$ cat config.mk
export PLATFORM = sky130hd
export DESIGN_NAME = pipelined_cla_adder
export DESIGN_NICKNAME = d
export VERILOG_FILES = /design/src/rtl/cla_pkg.sv /design/src/rtl/cla_group.sv /design/src/rtl/pipelined_cla_adder.sv
export SDC_FILE = /design/constraint.sdc
export NUM_CORES = 1
export LEC_CHECK = 0
export ABC_AREA = 1
export CORE_ASPECT_RATIO = 0.5
export CORE_MARGIN = 1.5
export CORE_UTILIZATION = 50
export DETAILED_ROUTE_END_ITERATION = 10
export PLACE_DENSITY = 0.7
export SLEW_MARGIN = 20
export SYNTH_ARGS = -nofsm -noshare
export SYNTH_HDL_FRONTEND = slang
export SYNTH_HIERARCHICAL = 1
export SYNTH_SLANG_ARGS = --single-unit
$ cat constraint.sdc
create_clock -name clk -period 9.21 [get_ports clk]
set_input_delay 1.3815 -clock clk [delete_from_list [all_inputs] [get_ports clk]]
set_output_delay 1.3815 -clock clk [all_outputs]
set_load 0.02 [all_outputs]
$ cat src/rtl/cla_pkg.sv
// Shared definitions for the pipelined carry-lookahead adder: group limits,
// the control part of a stage record, and the parameter legality check.
package cla_pkg;

  localparam int GROUP_MAX = 8;

  // Control bits carried by every pipeline stage alongside its data slices.
  typedef struct packed {
    logic valid;
    logic carry;
    logic c_msb;
  } stage_ctl_t;

  function automatic bit params_ok(input int width, input int group);
    return (group >= 1) && (group <= GROUP_MAX) && (width >= group) &&
           ((width % group) == 0);
  endfunction

endpackage

$ cat src/rtl/cla_group.sv
// Combinational GROUP-bit carry-lookahead slice: every internal carry is a
// flat sum-of-products of generate/propagate terms and the group carry-in.
module cla_group #(
  parameter int GROUP = 4
) (
  input  logic [GROUP-1:0] a,
  input  logic [GROUP-1:0] b,
  input  logic             ci,
  output logic [GROUP-1:0] s,
  output logic             co,
  output logic             c_msb
);

  logic [GROUP-1:0] g;
  logic [GROUP-1:0] p;
  logic [GROUP:0]   c;
  logic             term;
  logic             prop;

  assign g = a & b;
  assign p = a ^ b;

  // c[i+1] = g[i] | p[i]g[i-1] | ... | p[i]..p[0]ci, built term by term.
  always_comb begin
    c    = '0;
    term = 1'b0;
    prop = 1'b0;
    c[0] = ci;
    for (int i = 0; i < GROUP; i++) begin
      term = g[i];
      prop = p[i];
      for (int j = i - 1; j >= 0; j--) begin
        term = term | (prop & g[j]);
        prop = prop & p[j];
      end
      c[i+1] = term | (prop & ci);
    end
  end

  assign s     = p ^ c[GROUP-1:0];
  assign co    = c[GROUP];
  assign c_msb = c[GROUP-1];

endmodule

$ cat src/rtl/pipelined_cla_adder.sv
// Pipelined carry-lookahead adder/subtractor: one lookahead group per stage,
// a registered output, and a single global advance enable for backpressure.
module pipelined_cla_adder
  import cla_pkg::*;
#(
  parameter int WIDTH = 16,
  parameter int GROUP = 4
) (
  input  logic             clk,
  input  logic             rst,
  input  logic             in_valid,
  output logic             in_ready,
  input  logic [WIDTH-1:0] A,
  input  logic [WIDTH-1:0] B,
  input  logic             Cin,
  input  logic             Sub,
  output logic             out_valid,
  input  logic             out_ready,
  output logic [WIDTH-1:0] Sum,
  output logic             Cout,
  output logic             Ovf
);

  localparam int STAGES = WIDTH / GROUP;

  typedef struct packed {
    stage_ctl_t       ctl;
    logic [WIDTH-1:0] psum;
    logic [WIDTH-1:0] a_rem;
    logic [WIDTH-1:0] b_rem;
  } stage_t;

  if (!params_ok(WIDTH, GROUP)) begin : g_param_check
    $error("pipelined_cla_adder: WIDTH must be a multiple of GROUP, GROUP in 1..%0d",
           GROUP_MAX);
  end

  // Valid/ready: a transfer happens on a cycle where valid and ready are both
  // high; the whole pipeline advances together whenever the output slot is
  // free or being drained, so ready never depends on in_valid.
  logic             adv;
  logic [WIDTH-1:0] b_eff;
  logic             c0;
  stage_t           st  [STAGES];
  stage_t           nxt [STAGES];

  assign adv      = out_ready | ~out_valid;
  assign in_ready = adv;
  assign b_eff    = B ^ {WIDTH{Sub}};
  assign c0       = Cin ^ Sub;

  for (genvar k = 0; k < STAGES; k++) begin : g_stage
    logic             v_in;
    logic             c_in;
    logic [WIDTH-1:0] psum_in;
    logic [WIDTH-1:0] a_in;
    logic [WIDTH-1:0] b_in;
    logic [GROUP-1:0] s;
    logic             co;
    logic             c_msb;
    logic [WIDTH-1:0] psum;

    if (k == 0) begin : g_first
      assign v_in    = in_valid;
      assign c_in    = c0;
      assign psum_in = '0;
      assign a_in    = A;
      assign b_in    = b_eff;
    end else begin : g_rest
      assign v_in    = st[k-1].ctl.valid;
      assign c_in    = st[k-1].ctl.carry;
      assign psum_in = st[k-1].psum;
      assign a_in    = st[k-1].a_rem;
      assign b_in    = st[k-1].b_rem;
    end

    // Operand slices are shifted down each stage so the next group is always
    // at the bottom of the remaining-operand fields.
    cla_group #(.GROUP(GROUP)) u_group (
      .a    (a_in[GROUP-1:0]),
      .b    (b_in[GROUP-1:0]),
      .ci   (c_in),
      .s    (s),
      .co   (co),
      .c_msb(c_msb)
    );

    always_comb begin
      psum                     = psum_in;
      psum[k*GROUP +: GROUP]   = s;
    end

    assign nxt[k] = '{ctl:   '{valid: v_in, carry: co, c_msb: c_msb},
                      psum:  psum,
                      a_rem: a_in >> GROUP,
                      b_rem: b_in >> GROUP};
  end

  always_ff @(posedge clk or posedge rst) begin
    if (rst) begin
      for (int k = 0; k < STAGES; k++) begin
        st[k] <= '0;
      end
    end else if (adv) begin
      for (int k = 0; k < STAGES; k++) begin
        st[k] <= nxt[k];
      end
    end
  end

  // Output slot: holds data and flags unchanged for as long as it is stalled.
  always_ff @(posedge clk or posedge rst) begin
    if (rst) begin
      out_valid <= 1'b0;
      Sum       <= '0;
      Cout      <= 1'b0;
      Ovf       <= 1'b0;
    end else if (adv) begin
      out_valid <= st[STAGES-1].ctl.valid;
      Sum       <= st[STAGES-1].psum;
      Cout      <= st[STAGES-1].ctl.carry;
      Ovf       <= st[STAGES-1].ctl.c_msb ^ st[STAGES-1].ctl.carry;
    end
  end

endmodule

==> metrics.txt <==
largest area contributor in the netlist=dfrtp_1; Max VDD drop=0.139 mV; PwrDens=350 nW/µm²; Post-Syn Area per Cell=8.38 µm²; sequential element share of the synthesized area=54.5%; worst skew pair latency=410 ps; WP data arrival=2640 ps; CP Data Required Time=7830 ps; final net count=745; antenna diode count=0; Layout Skew=10.1 ps; Inserted Clock Buffers=17; Initial Util=51.8%; clock buffer depth=2; Async S/R FF share, synth=100%; clock-pin slew on the worst setup and hold paths=50 ps; Fmax achieved=249 MHz; fin crit share=43.6%; TritonCTS clock tree=yes; Synth area leaders=dfrtp_1 (54%), nand2_1 (21%), inv_1 (4.0%); Die H=76.0 µm; sequential cell area=2900 µm²; Die Area=11300 µm²; ys flop type=dfrtp_1; Setup TNS Final=0 ps; antenna-violating nets left=0; initial antenna violation count=0; Switching Share=35.8%; aggregate routed wire length=9.85 mm; Post-synth EDFFs=0; Netlist cell types=19; Total GRT Usage=19.8%; H-tree depth=4; Worst Hold Class=flop to flop; CTS root buf=clkbuf_16; met2 GRT Util=29.7%; Switch Pwr=0.816 mW; WS Path Type=input pin to output port; met1 Track Usage GR=27.2%; drc violations=0; routed len/inst=11.7 µm; relative slew slack=27.7%; global-route wire length before repair=17.6 mm; Final Slew Violations=0; GR Layer Usage met3=6.65%; I/O pin total=58; cts hold-fix bufs=0; Slew @ Worst Pin=1080 ps; Starting DRT DRC Count=205; crit path launch type=input pin; internal power=1.46 mW; share of layout cells above drive strength 1=7.29%; CP Max Fanout=2; most common cell in the netlist=nand2_1; area delta synth->final=22.1%; drt pass-1 iters=4; DIE WIDTH=149 µm; largest net degree at the start of global routing=119; Mapped Cells=636; detailed-route via count=3908; clock network fraction of design power=27.2%; YS warnings=6; setup ws final=5190 ps; unrepaired setup endpoints after global routing=no; CP endpoint kind=output port; Placeable Area=10300 µm²; Mapped Area=5330 µm²; Synth top cells by count=nand2_1 (300), dfrtp_1 (116), inv_1 (57); # setup viols final=0; synthesis-stage register bit count=116; area of the multi-input gates=2060 µm²; pre-CTS setup slack=5190 ps; final-layout fill cell count=909; post-CTS setup buffers=0; status=finished clean; clock tree sinks=116; grt peak-use layer=met2; Final Hold Viols=0; Post-DP HPWL=6.21 mm; combinational share of power=35.1%; vias in the first global route=3865; static leakage=3.41 nW; Flop pwr share=37.7%; Period minus WS final=4020 ps; gpl congestion=0.800; IO buf count=57; FP Rows=26; MaxCap Viol Count=0; DR vias/cell=4.65; post-CTS sizing=0; GRT overflow=0; Syn Nets=694; share of the synthesized area in the top cell type=54.5%
layout make-up:
class	instances	area share (%)
Inverter	57	3.33
Clock buffer	21	6.92
Tap cell	140	2.69
Clock inverter	11	1.69
Multi-Input combinational cell	435	31.6
Sequential cell	116	44.6
Timing Repair Buffer	60	9.11
worst paths after layout:
check	endpoint	slack, ps	cells past startpoint	startpoint
max	in_ready	5190	4	out_ready
max reg2reg	g_stage[3].a_in[0]	7380	4	out_valid
min reg2reg	out_valid	450	2	st[50]
min	out_valid	450	2	st[50]
min in group asynchronous	Sum[10]	1450	2	rst
max in group asynchronous	g_stage[1].b_in[10]	6570	3	rst
flip-flops by register name, summed over array words and instances, names as in the netlist:
signal           cells
g_stage.c_in         3
g_stage.a_in        24
Ovf                  1
g_stage.psum_in     24
out_valid            1
Cout                 1
g_stage.v_in         3
st                  19
Sum                 16
g_stage.b_in        24
cells in the final DEF, fill, tap and decap left out, drive strengths merged:
cell type / n
nand2: 316
dfrtp: 116
clkdlybuf4s50: 57
inv: 57
o21ai: 40
nand3: 29
clkbuf: 21
ha: 16
nand4: 8
xor2: 7
clkinv: 7
nor2: 5
a21oi: 4
fa: 4
or2: 4
buf: 3
bufinv: 2
clkinvlp: 2
xnor2: 2
layer usage:
layer  vias to the layer above  routed length, µm  share of wire [%]
met5                         -                  0                  0
met4                         0                 68               0.69
met3                         6                339                3.4
met2                        66               4380                 44
met1                      1766               5060                 51
li1                       2070                  -                  -
stage by stage:
| stage | util [%] | hold WS (ps) | instance area (µm²) | cells | total power [mW] |
|---|---|---|---|---|---|
| after floorplan | - | 420 | 5330 | 636 | 1.44 |
| after global placement | 57.9 | 429 | 5950 | 808 | 1.64 |
| after detailed placement | 57.9 | 455 | 5950 | 808 | 1.67 |
| after CTS | 63.3 | 463 | 6510 | 840 | 2.30 |
| after global routing | 63.3 | 483 | 6510 | 840 | 2.47 |
| final | 63.3 | 455 | 6510 | 840 | 2.28 |
critical path: stages:
cell and delay [ps]:
clkdlybuf4s50_1 520, inv_1 80, nand2_4 60, clkdlybuf4s50_1 600
power groups by stage:
stage               Sequential, mW  Combinational (mW)  Clock, mW
floorplan                    0.883               0.555          0
global placement             0.858               0.777          0
detailed placement           0.866               0.802          0
CTS                          0.860               0.809      0.631
global route                 0.888               0.925      0.657
finish                       0.859               0.800      0.619
kinds of logic (layout without fill, tap and decap cells):
logic type | count (synthesis) | count (layout) | synth area share (%)
xor+xnor | 9 | 9 | 1.48
fa+ha+maj | 20 | 20 | 5.26
compound gates | 44 | 44 | 4.13
buf+inv | 85 | 149 | 7.09
simple gates | 362 | 362 | 27.5
flops | 116 | 116 | 54.5
No activity file was read; power rests on OpenSTA's default activity.
